<file path="config.mk">
export PLATFORM = sky130hd
export DESIGN_NAME = item_price_stock
export DESIGN_NICKNAME = d
export VERILOG_FILES = /design/src/rtl/item_price_stock.sv
export SDC_FILE = /design/constraint.sdc
export NUM_CORES = 1
export LEC_CHECK = 0
export ABC_AREA = 1
export CORE_MARGIN = 5
export CORE_UTILIZATION = 45
export CTS_BUF_LIST = sky130_fd_sc_hd__clkbuf_8
export DETAILED_ROUTE_END_ITERATION = 10
export GPL_ROUTABILITY_DRIVEN = 0
export GPL_TIMING_DRIVEN = 0
export PLACE_DENSITY_LB_ADDON = 0.15
export RECOVER_POWER = 25
export SLEW_MARGIN = 25
export SYNTH_ARGS = -nofsm -noshare
export SYNTH_HDL_FRONTEND = slang
export SYNTH_SLANG_ARGS = --single-unit
</file>
<file path="constraint.sdc">
create_clock -name clk -period 5.16 [get_ports clk]
set_input_delay 1.548 -clock clk [delete_from_list [all_inputs] [get_ports clk]]
set_output_delay 1.548 -clock clk [all_outputs]
set_load 0.01 [all_outputs]
</file>
<file path="src/rtl/item_price_stock.sv">
`default_nettype none
// ============================================================================
// Module   : item_price_stock
// Brief    : Per-item writable price table and saturating stock counters.
//            Serves registered lookups, vend/restock events and sold-out flags.
// Revision : 1.0 - initial parametrised release
// ============================================================================
module item_price_stock #(
    parameter int NUM_ITEMS  = 8,
    parameter int SEL_W      = 3,
    parameter int PRICE_W    = 9,
    parameter int STOCK_W    = 4,
    parameter int INIT_STOCK = 10
) (
    input  logic                 clk,
    input  logic                 rst_n,
    input  logic                 rd_req,
    input  logic [SEL_W-1:0]     rd_sel,
    output logic                 rd_ack,
    output logic [PRICE_W-1:0]   rd_price,
    output logic [STOCK_W-1:0]   rd_stock,
    output logic                 rd_bad,
    input  logic                 wr_en,
    input  logic [SEL_W-1:0]     wr_sel,
    input  logic [PRICE_W-1:0]   wr_price,
    input  logic                 rs_en,
    input  logic [SEL_W-1:0]     rs_sel,
    input  logic [STOCK_W-1:0]   rs_qty,
    input  logic                 vend_en,
    input  logic [SEL_W-1:0]     vend_sel,
    output logic                 vend_ok,
    output logic                 vend_err,
    output logic [NUM_ITEMS-1:0] sold_out
);

    localparam logic [STOCK_W-1:0] STOCK_RST = STOCK_W'(INIT_STOCK);
    localparam logic [STOCK_W:0]   SAT_LIMIT = {1'b0, {STOCK_W{1'b1}}};

    // Legacy fixed price list; slots beyond it default to one dollar.
    function automatic logic [PRICE_W-1:0] reset_price(input int idx);
        int cents;
        case (idx)
            0:       cents = 125;
            1:       cents = 100;
            2:       cents = 85;
            3:       cents = 150;
            4:       cents = 225;
            5:       cents = 185;
            6:       cents = 50;
            7:       cents = 135;
            default: cents = 100;
        endcase
        return PRICE_W'(cents);
    endfunction

    logic [NUM_ITEMS-1:0][PRICE_W-1:0] price_tbl;
    logic [NUM_ITEMS-1:0][STOCK_W-1:0] stock_tbl;

    logic                 rd_hit;
    logic [PRICE_W-1:0]   rd_price_sel;
    logic [STOCK_W-1:0]   rd_stock_sel;
    logic                 vend_in_range;
    logic                 vend_has_stock;
    logic                 vend_accept;

    // Index decode for lookups and vends; out-of-range selects match no slot.
    always_comb begin
        rd_hit         = 1'b0;
        rd_price_sel   = '0;
        rd_stock_sel   = '0;
        vend_in_range  = 1'b0;
        vend_has_stock = 1'b0;
        for (int i = 0; i < NUM_ITEMS; i++) begin
            if (rd_sel == SEL_W'(i)) begin
                rd_hit       = 1'b1;
                rd_price_sel = price_tbl[i];
                rd_stock_sel = stock_tbl[i];
            end
            if (vend_sel == SEL_W'(i)) begin
                vend_in_range  = 1'b1;
                vend_has_stock = (stock_tbl[i] != '0);
            end
        end
    end

    // Acceptance is decided on pre-edge stock only.
    assign vend_accept = vend_en && vend_in_range && vend_has_stock;

    // Registered lookup result and vend outcome pulses.
    always_ff @(posedge clk) begin
        if (!rst_n) begin
            rd_ack   <= 1'b0;
            rd_price <= '0;
            rd_stock <= '0;
            rd_bad   <= 1'b0;
            vend_ok  <= 1'b0;
            vend_err <= 1'b0;
        end else begin
            rd_ack   <= rd_req;
            vend_ok  <= vend_accept;
            vend_err <= vend_en && !vend_accept;
            if (rd_req) begin
                rd_bad   <= !rd_hit;
                rd_price <= rd_price_sel;
                rd_stock <= rd_stock_sel;
            end
        end
    end

    generate
        for (genvar i = 0; i < NUM_ITEMS; i++) begin : g_slot
            logic                 wr_hit;
            logic                 rs_hit;
            logic                 vend_hit;
            logic [STOCK_W-1:0]   rs_add;
            logic [STOCK_W:0]     stock_sum;
            logic [STOCK_W-1:0]   stock_next;
            logic [PRICE_W-1:0]   price_q;
            logic [STOCK_W-1:0]   stock_q;
            logic                 empty_q;

            assign wr_hit   = wr_en && (wr_sel == SEL_W'(i));
            assign rs_hit   = rs_en && (rs_sel == SEL_W'(i));
            assign vend_hit = vend_accept && (vend_sel == SEL_W'(i));
            assign rs_add   = rs_hit ? rs_qty : '0;

            // Extra bit holds the restock carry; a vend only subtracts from non-zero stock.
            always_comb begin
                stock_sum  = {1'b0, stock_q} + {1'b0, rs_add} - {{STOCK_W{1'b0}}, vend_hit};
                stock_next = (stock_sum > SAT_LIMIT) ? {STOCK_W{1'b1}} : stock_sum[STOCK_W-1:0];
            end

            // Slot state: price, stock and sold-out flag from post-update stock.
            always_ff @(posedge clk) begin
                if (!rst_n) begin
                    price_q <= reset_price(i);
                    stock_q <= STOCK_RST;
                    empty_q <= (INIT_STOCK == 0);
                end else begin
                    if (wr_hit) begin
                        price_q <= wr_price;
                    end
                    stock_q <= stock_next;
                    empty_q <= (stock_next == '0);
                end
            end

            assign price_tbl[i] = price_q;
            assign stock_tbl[i] = stock_q;
            assign sold_out[i]  = empty_q;
        end
    endgenerate

endmodule
`default_nettype wire
</file>
==> impl_metrics.csv <==
group,metric,value,unit
sta,max_freq,202,MHz
grt,antenna_found_initial,0,
routing,wl_met1,9.18,mm
floorplanning,dieArea,18900,µm²
routing,postRouteAntennaNets,0,
placed_design,io_buffers,43,
power_and_ir_drop,power_frac_seq,37.3,%
final_layout,syn_to_final_growth,15.2,%
sta,relSlewSlack,46.8,%
worst_setup_path,endpoint_kind,"flop",
yosys,ys_top_cells_by_count,"nand2_1, inv_1, dfxtp_1",
routing,drt_iter0_markers,400,
routing,finalWirelength,18.9,mm
yosys,ys_warn_count,0,
clock_tree,cts_buffers,17,
worst_setup_path,arrival,5.32,ns
job,maxCapViolations,0,
floorplanning,die_y,138,µm
routing,avgRoutedWirePerCell,14.2,µm
sta,setup_viol,0,
yosys,synth-edff-count,0,
worst_setup_path,r2r_start,"g_slot[1].stock_q[3]$_SDFF_PN1_",
routing,routed_via_density,4.99,
worst_setup_path,crit_fanout,8,
routing,met3WireLength,1.14,mm
grt,track_usage,20.9,%
routing,drtPass1Iterations,5,
worst_setup_path,rr_worst_depth,25,
sta,drv_slew,0,
floorplanning,core_area,15900,µm²
grt,grt_start_max_net_pins,17,
sta,final.min_clock_period,4.95,ns
power_and_ir_drop,netSwitchingPower,1.14,mW
floorplanning,start_util,45.9,%
clock_tree,clock_sink_count,129,
power_and_ir_drop,internal_power,2.02,mW
floorplanning,fp.dieW,138,µm
hold_path,hold_path.class,"reg -> reg",
grt,grt_pass1_vias,6098,
sta,final_hold_viol_count,0,
yosys,yosysTopAreaCellShare,35.3,%
final_layout,utilization,52.9,%
yosys,synth_fp_nets,1143,
hold_path,worstHoldStart,"rd_bad$_SDFFE_PN0P_",
grt,grt_first_pass_wirelength,30.6,mm
routing,dr.max_layer_used,"met4",
routing,vias,6641,
grt,grt-ovfl-total,0,
sta,tightest_slew,0.798,ns
sta,setup_ws,0.211,ns
placed_design,preCtsSetupSlack,-0.416,ns
power_and_ir_drop,swShare,36.0,%
final_layout,antennaDiodeCount,0,
floorplanning,ios,56,
worst_setup_path,cp_data_required_time,5.53,ns
status,run_status,"complete, no violations",
floorplanning,num_rows,46,
power_and_ir_drop,combPwrFrac,36.1,%
routing,dr_wl_met2,8.36,mm
worst_setup_path,reg2reg_slack,1.71,ns
hold_path,whs_endpoint,"rd_bad$_SDFFE_PN0P_",
clock_tree,cts_hold_buf,0,
power_and_ir_drop,clock_power_share,26.7,%
final_layout,nFillCells,1655,
power_and_ir_drop,peakVddDrop,0.173,mV
hold_path,hold_path_depth,2,
clock_tree,clk_path_buf_depth,2,
final_layout,final_layout_size_suffix_gt1_share,6.28,%
clock_tree,insertion_delay,0.46,ns
worst_setup_path,start_kind,"input port",
yosys,synthTopCellsByArea,"dfxtp_1, ha_1, nand2_1",
yosys,yosysMostFrequentCell,"nand2_1",
yosys,async_flop_share,0,%
placed_design,post-dp-hpwl,14.7,mm
worst_setup_path,crit_path_frequent_cell,"nand2_1",
power_and_ir_drop,leakage,4.13,nW
clock_tree,htree_levels,4,
clock_tree,cts_tree,"done",
yosys,syn-cell-area,7320,µm²
power_and_ir_drop,powerDensity,374,nW/µm²
yosys,yosys.area.top_type,"dfxtp_1",
sta,fin_skew,0.0112,ns
worst_setup_path,critPathKind,"in -> reg",
clock_tree,cts_root_buffer,"clkbuf_8",
routing,drc_errors,0,
yosys,synth_seq_cells,129,
sta,post-route-period-util,95.9,%
worst_setup_path,critPathSlowestCell,"clkdlybuf4s50_1",
yosys,ys_types,33,
clock_tree,clkSlewWorstSetupHoldPaths,0.07,ns
yosys,synth.avg_cell_area,7.04,µm²
yosys,ys_seq_area_share,35.3,%
yosys,syn_inst,1040,
yosys,ys.flop_type,"dfxtp_1",
worst_setup_path,reg2reg_to,"g_slot[3].empty_q$_SDFF_PN0_",
final_layout,fin_nets,1206,
worst_setup_path,critPathMaxStageDelay,0.49,ns
how the worst max path moves through the flow:
stage / startpoint / endpoint / slack [ns] / cells after the start
after floorplan: vend_sel[1] / g_slot[3].empty_q$_SDFF_PN0_ / 0.85 / 26
after global placement: vend_sel[1] / g_slot[3].empty_q$_SDFF_PN0_ / -0.37 / 27
after detailed placement: vend_sel[2] / g_slot[4].empty_q$_SDFF_PN0_ / -0.42 / 20
after CTS: vend_sel[1] / g_slot[4].empty_q$_SDFF_PN0_ / 0.04 / 23
after global routing: vend_sel[1] / g_slot[3].empty_q$_SDFF_PN0_ / -0.004 / 27
final: vend_sel[1] / g_slot[3].empty_q$_SDFF_PN0_ / 0.21 / 27
cells by family after synthesis:
logic type	count (synthesis)	share of synthesized area, %
xor+xnor	24	2.87
fa+ha+maj	72	13.1
buf+inv	218	11.9
compound gates	141	9.96
flops	129	35.3
simple gates	456	26.9
sequential cells by signal, indices dropped and copies added (netlist names):
name / cells
vend_ok: 1
g_slot.stock_q: 32
rd_price: 9
vend_err: 1
rd_bad: 1
rd_ack: 1
rd_stock: 4
g_slot.price_q: 72
g_slot.empty_q: 8
per-stage QoR:
stage,TNS [ns],cell area (µm²),total power [mW],hold slack (ns),cells
after floorplan,0,7320,2.05,0.429,1040
after global placement,-1.87,8020,2.31,0.416,1299
after detailed placement,-2.03,8020,2.32,0.426,1299
after CTS,0,8410,3.16,0.439,1330
after global routing,-0.00385,8440,3.40,0.451,1331
final,0,8440,3.16,0.430,1331
worst max-delay path, delay by kind of cell:
family,cells,cell delay [ns]
XOR/XNOR,1,0.23
AO/OA/AOI/OAI,1,0.14
buffers and inverters,5,0.80
adder cells (fa/ha/maj),3,0.76
AND/OR/NAND/NOR,17,1.82
cell usage in the layout (no fill, tap or decap), types with 2 or more instances in the layout:
cell type	instances
or2_2	3
o211ai_1	2
o21ai_0	55
clkdlybuf4s50_1	20
a21oi_1	76
nor3_2	3
xnor2_1	18
buf_1	11
bufinv_16	2
buf_4	9
nor4_1	2
nand2_1	208
o21ai_1	3
clkbuf_1	17
xor2_1	5
nand4_1	26
nor3_4	2
clkinv_1	8
dlygate4sd3_1	23
o221ai_1	4
nor2_2	3
clkbuf_8	19
inv_1	160
buf_2	9
clkinvlp_4	3
fa_1	8
inv_2	7
nor2_1	117
dfxtp_1	129
ha_1	64
nor3_1	14
nand3_1	72
area by class of cell:
type | count | area (µm²) | share of cell area (%)
Sequential cell | 129 | 2580 | 30.6
Inverter | 171 | 642 | 7.61
Tap cell | 216 | 270 | 3.20
Timing Repair Buffer | 44 | 438 | 5.19
Buffer | 47 | 226 | 2.68
Clock inverter | 12 | 120 | 1.42
Clock buffer | 19 | 262 | 3.10
Multi-Input combinational cell | 693 | 3900 | 46.2
timing repair:
| item | CTS | global route |
|---|---|---|
| endpoints found under the setup margin | 0 | 6 |
| gates resized for setup | 0 | 8 |
| buffers inserted | 0 | 1 |
metal layers:
| layer | track usage, % | up-vias |
|---|---|---|
| met3 | 4.49 | 21 |
| met4 | 6.32 | 0 |
| met2 | 32.8 | 157 |
| met5 | 0 | - |
| li1 | - | 3443 |
| met1 | 28.8 | 3020 |
power groups by stage:
stage | Clock, mW | Combinational, mW | Sequential [mW]
floorplan | 0 | 0.867 | 1.18
global placement | 0 | 1.11 | 1.20
detailed placement | 0 | 1.12 | 1.20
CTS | 0.853 | 1.13 | 1.18
global route | 0.899 | 1.32 | 1.19
finish | 0.841 | 1.14 | 1.18
Note: power is estimated with default switching activity, not from simulation.
==> patch 1, RTL diff (config.mk and constraints unchanged) <==
Set the parameter `NUM_ITEMS` to 4 (it was 8).
--- a/src/rtl/item_price_stock.sv
+++ b/src/rtl/item_price_stock.sv
@@ -7,5 +7,5 @@
 // ============================================================================
 module item_price_stock #(
-    parameter int NUM_ITEMS  = 8,
+    parameter int NUM_ITEMS  = 4,
     parameter int SEL_W      = 3,
     parameter int PRICE_W    = 9,
Ports: changed (resized sold_out); port bits go from 56 to 52. The function was not compared with the original's and may differ.
==> patch 1 against the original RTL <==
- worst setup slack improved by 0.68 ns
- register-to-register slack improved by 0.62 ns
- wire length fell by 47%
- total power fell by 46%
- first-iteration DRC count fell by 54%
- synthesized cell count fell by 45%
- utilization rose by 2.7 points
- sequential cell count fell by 56
- final cell count fell by 44%
- sequential power fell by 45%
- maximum frequency rose by 16%
- non-clock buffer count fell by 22
- design area fell by 42%
- area after synthesis fell by 45%
- highest routed layer unchanged
==> patch 1: results <==
set metrics [dict create \
    skew_ns 0.009524 \
    synth-seq-cells 73 \
    synthTopCellsByArea "dfxtp_1 (36%), nand2_1 (13%), ha_1 (9.9%), inv_1 (9.5%), a21oi_1 (5.8%)" \
    synth-adder-area-share_pct 11.91 \
    first_pass_iters 4 \
    layout-drive-gt1-share_pct 5.452 \
    grt_max_degree 15 \
    synth_nets 643 \
    synth_compound_gate_area_share_pct 13.28 \
    place_ws_ns 0.5658 \
    p_switching_mw 0.6060 \
    numPortBuffers 50 \
    ys_seq_area_share_pct 36.23 \
    synth.distinct_cells 28 \
    slew-limit-headroom_pct 59.24 \
    yosys-top-cells-count "nand2_1 (141), inv_1 (102), dfxtp_1 (73)" \
    htreeDepth 3 \
    post-dp-hpwl_mm 7.825 \
    reg_top3 "g_slot.price_q x36, g_slot.stock_q x16, rd_price x9" \
    insertion_delay_ns 0.36 \
    numCtsBuffers 9 \
    drt_iter0_drc 186 \
    nets 704 \
    drt-total-wl_mm 10.08 \
    peakVddDrop_mv 0.2072 \
    p_leak_nw 2.376 \
    worst-path-max-fanout 5 \
    place_area_mm2 0.004669 \
    antenna_found_initial 0 \
    synth_xor_area_share_pct 2.761 \
    status "complete, no violations" \
    critical_path_arrival_ns 4.53 \
]
## patch 1: metrics by stage
| step | hold slack (ns) | cells | utilization [%] |
|---|---|---|---|
| floorplan | 0.4297 | 576 | - |
| global placement | 0.4384 | 734 | 53.54 |
| detailed placement | 0.4452 | 734 | 53.54 |
| CTS | 0.4570 | 750 | 55.85 |
| global route | 0.4868 | 750 | 55.68 |
| finish | 0.4562 | 750 | 55.68 |
## patch 1: metal layers
metal | global-route usage, % | part of all wire [%] | routed length (um) | up-vias
li1 | - | - | - | 1918
met1 | 24.55 | 47 | 4707 | 1690
met2 | 30.86 | 47 | 4722 | 69
met3 | 4.439 | 4.7 | 478 | 15
met4 | 6.210 | 1.7 | 167 | 0
met5 | 0 | 0 | 0 | -
## patch 1: worst reg2reg max path, delay by kind of cell (launching register included)
family          cells  cell delay (ns)
xor+xnor            1             0.23
simple gates        5             0.64
fa+ha+maj           3             0.87
compound gates      2             0.34
buf+inv             5             0.35
flops               1             0.30
## patch 1: worst paths after layout
path                                           start                    to  slack [ns]  cells past startpoint
worst max register to register  g_slot[3].stock_q[3]  g_slot[2].stock_q[0]        2.33                     16
worst min-delay path            g_slot[3].price_q[0]  g_slot[3].price_q[0]        0.46                      2
worst min register to register  g_slot[3].price_q[0]  g_slot[3].price_q[0]        0.46                      2
worst max-delay path                     vend_sel[2]  g_slot[2].stock_q[0]        0.89                     18
## patch 1: final cells by class
| class | instances | area (um2) |
|---|---|---|
| plain buffers | 19 | 95.09 |
| clock buffers | 9 | 123.9 |
| clock inverters | 7 | 77.57 |
| fillers | 852 | 3865 |
| inverters | 110 | 412.9 |
| multi-input cells | 374 | 2049 |
| flip-flops and latches | 73 | 1461 |
| well taps | 108 | 135.1 |
| repair buffers | 50 | 500.5 |
## patch 1: kinds of logic (layout without fill, tap and decap cells)
family / Yosys count / after routing
DFF: 73 / 73
buffers and inverters: 129 / 195
AOI/OAI and AO/OA: 102 / 102
and+or+nand+nor: 225 / 225
xor gates and xnor gates: 11 / 11
adders and majority gates: 36 / 36
## patch 1: power by group through the flow
stage / Sequential [mW] / Combinational, mW / Clock, mW
after detailed placement: 0.667 / 0.600 / 0
after CTS: 0.654 / 0.605 / 0.468
after global placement: 0.666 / 0.576 / 0
final: 0.654 / 0.597 / 0.455
after floorplan: 0.661 / 0.446 / 0
after global routing: 0.659 / 0.686 / 0.492
==> patch 2, RTL diff (config.mk and constraints unchanged) <==
Without the edit above. Register the output `vend_err` once more, cleared by the reset; this adds one clock of latency there. The other outputs are not delayed to match.
--- a/src/rtl/item_price_stock.sv
+++ b/src/rtl/item_price_stock.sv
@@ -36,4 +36,6 @@
     localparam logic [STOCK_W-1:0] STOCK_RST = STOCK_W'(INIT_STOCK);
     localparam logic [STOCK_W:0]   SAT_LIMIT = {1'b0, {STOCK_W{1'b1}}};
+
+    logic vend_err_s0;
 
     // Legacy fixed price list; slots beyond it default to one dollar.
@@ -95,9 +97,9 @@
             rd_bad   <= 1'b0;
             vend_ok  <= 1'b0;
-            vend_err <= 1'b0;
+            vend_err_s0 <= 1'b0;
         end else begin
             rd_ack   <= rd_req;
             vend_ok  <= vend_accept;
-            vend_err <= vend_en && !vend_accept;
+            vend_err_s0 <= vend_en && !vend_accept;
             if (rd_req) begin
                 rd_bad   <= !rd_hit;
@@ -152,4 +154,12 @@
     endgenerate
 
+    always_ff @(posedge clk) begin
+        if (!rst_n) begin
+            vend_err <= '0;
+        end else begin
+            vend_err <= vend_err_s0;
+        end
+    end
+
 endmodule
 `default_nettype wire
Function: same outputs for any inputs over 4 cycles, from zero or initial values and one cycle with rst_n low; that may be too few to reach the edited logic, so the function may still have changed.
==> patch 2 against the original RTL <==
- clock power rose by 2%
- non-clock buffer count stayed put
- total power rose by 0.33%
- design area up 0.74%
- critical path type unchanged
- wire length increased by 4.9%
- critical endpoint is now g_slot[4].empty_q
- synthesized cell count increased by 0.67%
- sequential cell count is 1 higher
- critical path depth shrank 4
- largest power group unchanged
- count of clock-buffer cells in the layout grew 1
- register-to-register slack got worse by 0.05 ns
- final cell count increased by 0.68%
- worst setup slack better by 0.31 ns
- area after synthesis grew 1.1%
==> patch 2: results <==
set metrics [dict create \
    status "complete, no violations" \
    grt_use_met2_pct 36.79 \
    fill_cells 1756 \
    critPathMaxStageDelay_ns 0.41 \
    dr_wl_met2_mm 9.578 \
    n_all_inverters 182 \
    routedWlPerCell_um 14.81 \
    rr_startpoint "g_slot[0].stock_q[3]" \
    met1_usage_pct 26.49 \
    route.met3.wl_um 911 \
    nonClkBufAreaFrac_pct 7.770 \
    p_leak_nw 4.172 \
    synthTopCellsByArea "dfxtp_1 (35%), ha_1 (11%), nand2_1 (11%), inv_1 (8.7%), nor2_1 (5.3%)" \
    async_flop_share_pct 0 \
    whs_ns 0.4275 \
    place_inst 1308 \
    nets 1210 \
    drt_iter0_drc 469 \
    layout-drive-gt1-share_pct 6.786 \
    yosys-top-cells-count "nand2_1 (208), inv_1 (171), dfxtp_1 (130)" \
    sh_seq_area_pct 30.61 \
    grt_pass1_wl_mm 32.53 \
    cp_slowest_cell "fa_1" \
    post-dp-hpwl_mm 15.06 \
    die_w_um 138.3 \
    r2r_slack_ns 1.66 \
    critical_path_arrival_ns 4.96 \
    crit_path_end "g_slot[4].empty_q" \
    synth.distinct_cells 41 \
    place_ws_ns -0.4497 \
    root_buffer "clkbuf_8" \
    synth_nets 1150 \
    ys_seq_area_share_pct 35.14 \
    syn_avg_cell_area_um2 7.075 \
    skew_ns 0.01116 \
    drt-total-wl_mm 19.85 \
    track_usage_pct 21.01 \
    multi_input_comb_cells 685 \
    viasPerCell 4.991 \
    place_area_mm2 0.008093 \
    multi_input_area_share_pct 45.75 \
    grt_pass1_vias 6379 \
    worstHoldEndpoint "vend_err" \
    peakVddDrop_mv 0.1703 \
    met1Wirelength_mm 9.058 \
    grt_use_met3_pct 3.729 \
    post-route-util_pct 52.01 \
    max_freq_ghz 0.2158 \
    p_switching_mw 1.152 \
    cts_sinks 130 \
    clkCellAreaFrac_pct 4.592 \
    numPortBuffers 41 \
    tightest_slew_ns 0.7726 \
    hp-start "vend_err_s0" \
    worst-path-max-fanout 8 \
    nClkBuffers 20 \
    crit_start "vend_sel[2]" \
    rr_worst_depth 23 \
]
patch 2: kinds of logic after synthesis:
| logic type | count (synthesis) | synth area share, % |
|---|---|---|
| flip-flops | 130 | 35.14 |
| AO/OA/AOI/OAI | 137 | 9.932 |
| AND/OR/NAND/NOR | 457 | 27.20 |
| XOR/XNOR | 19 | 2.247 |
| adder cells (fa/ha/maj) | 72 | 12.97 |
| buffers and inverters | 232 | 12.52 |
patch 2: power groups by stage:
| stage | combinational (mW) | clock, mW | sequential [mW] |
|---|---|---|---|
| finish | 1.13 | 0.860 | 1.17 |
| global route | 1.31 | 0.921 | 1.19 |
| CTS | 1.13 | 0.875 | 1.17 |
| detailed placement | 1.12 | 0 | 1.20 |
| global placement | 1.10 | 0 | 1.20 |
| floorplan | 0.848 | 0 | 1.18 |
patch 2: what timing repair did:
item / in CTS / in global routing
hold buffers: 0 / 0
setup buffers: 0 / 0
resized for setup: 0 / 8
endpoints found under the setup margin: 0 / 10
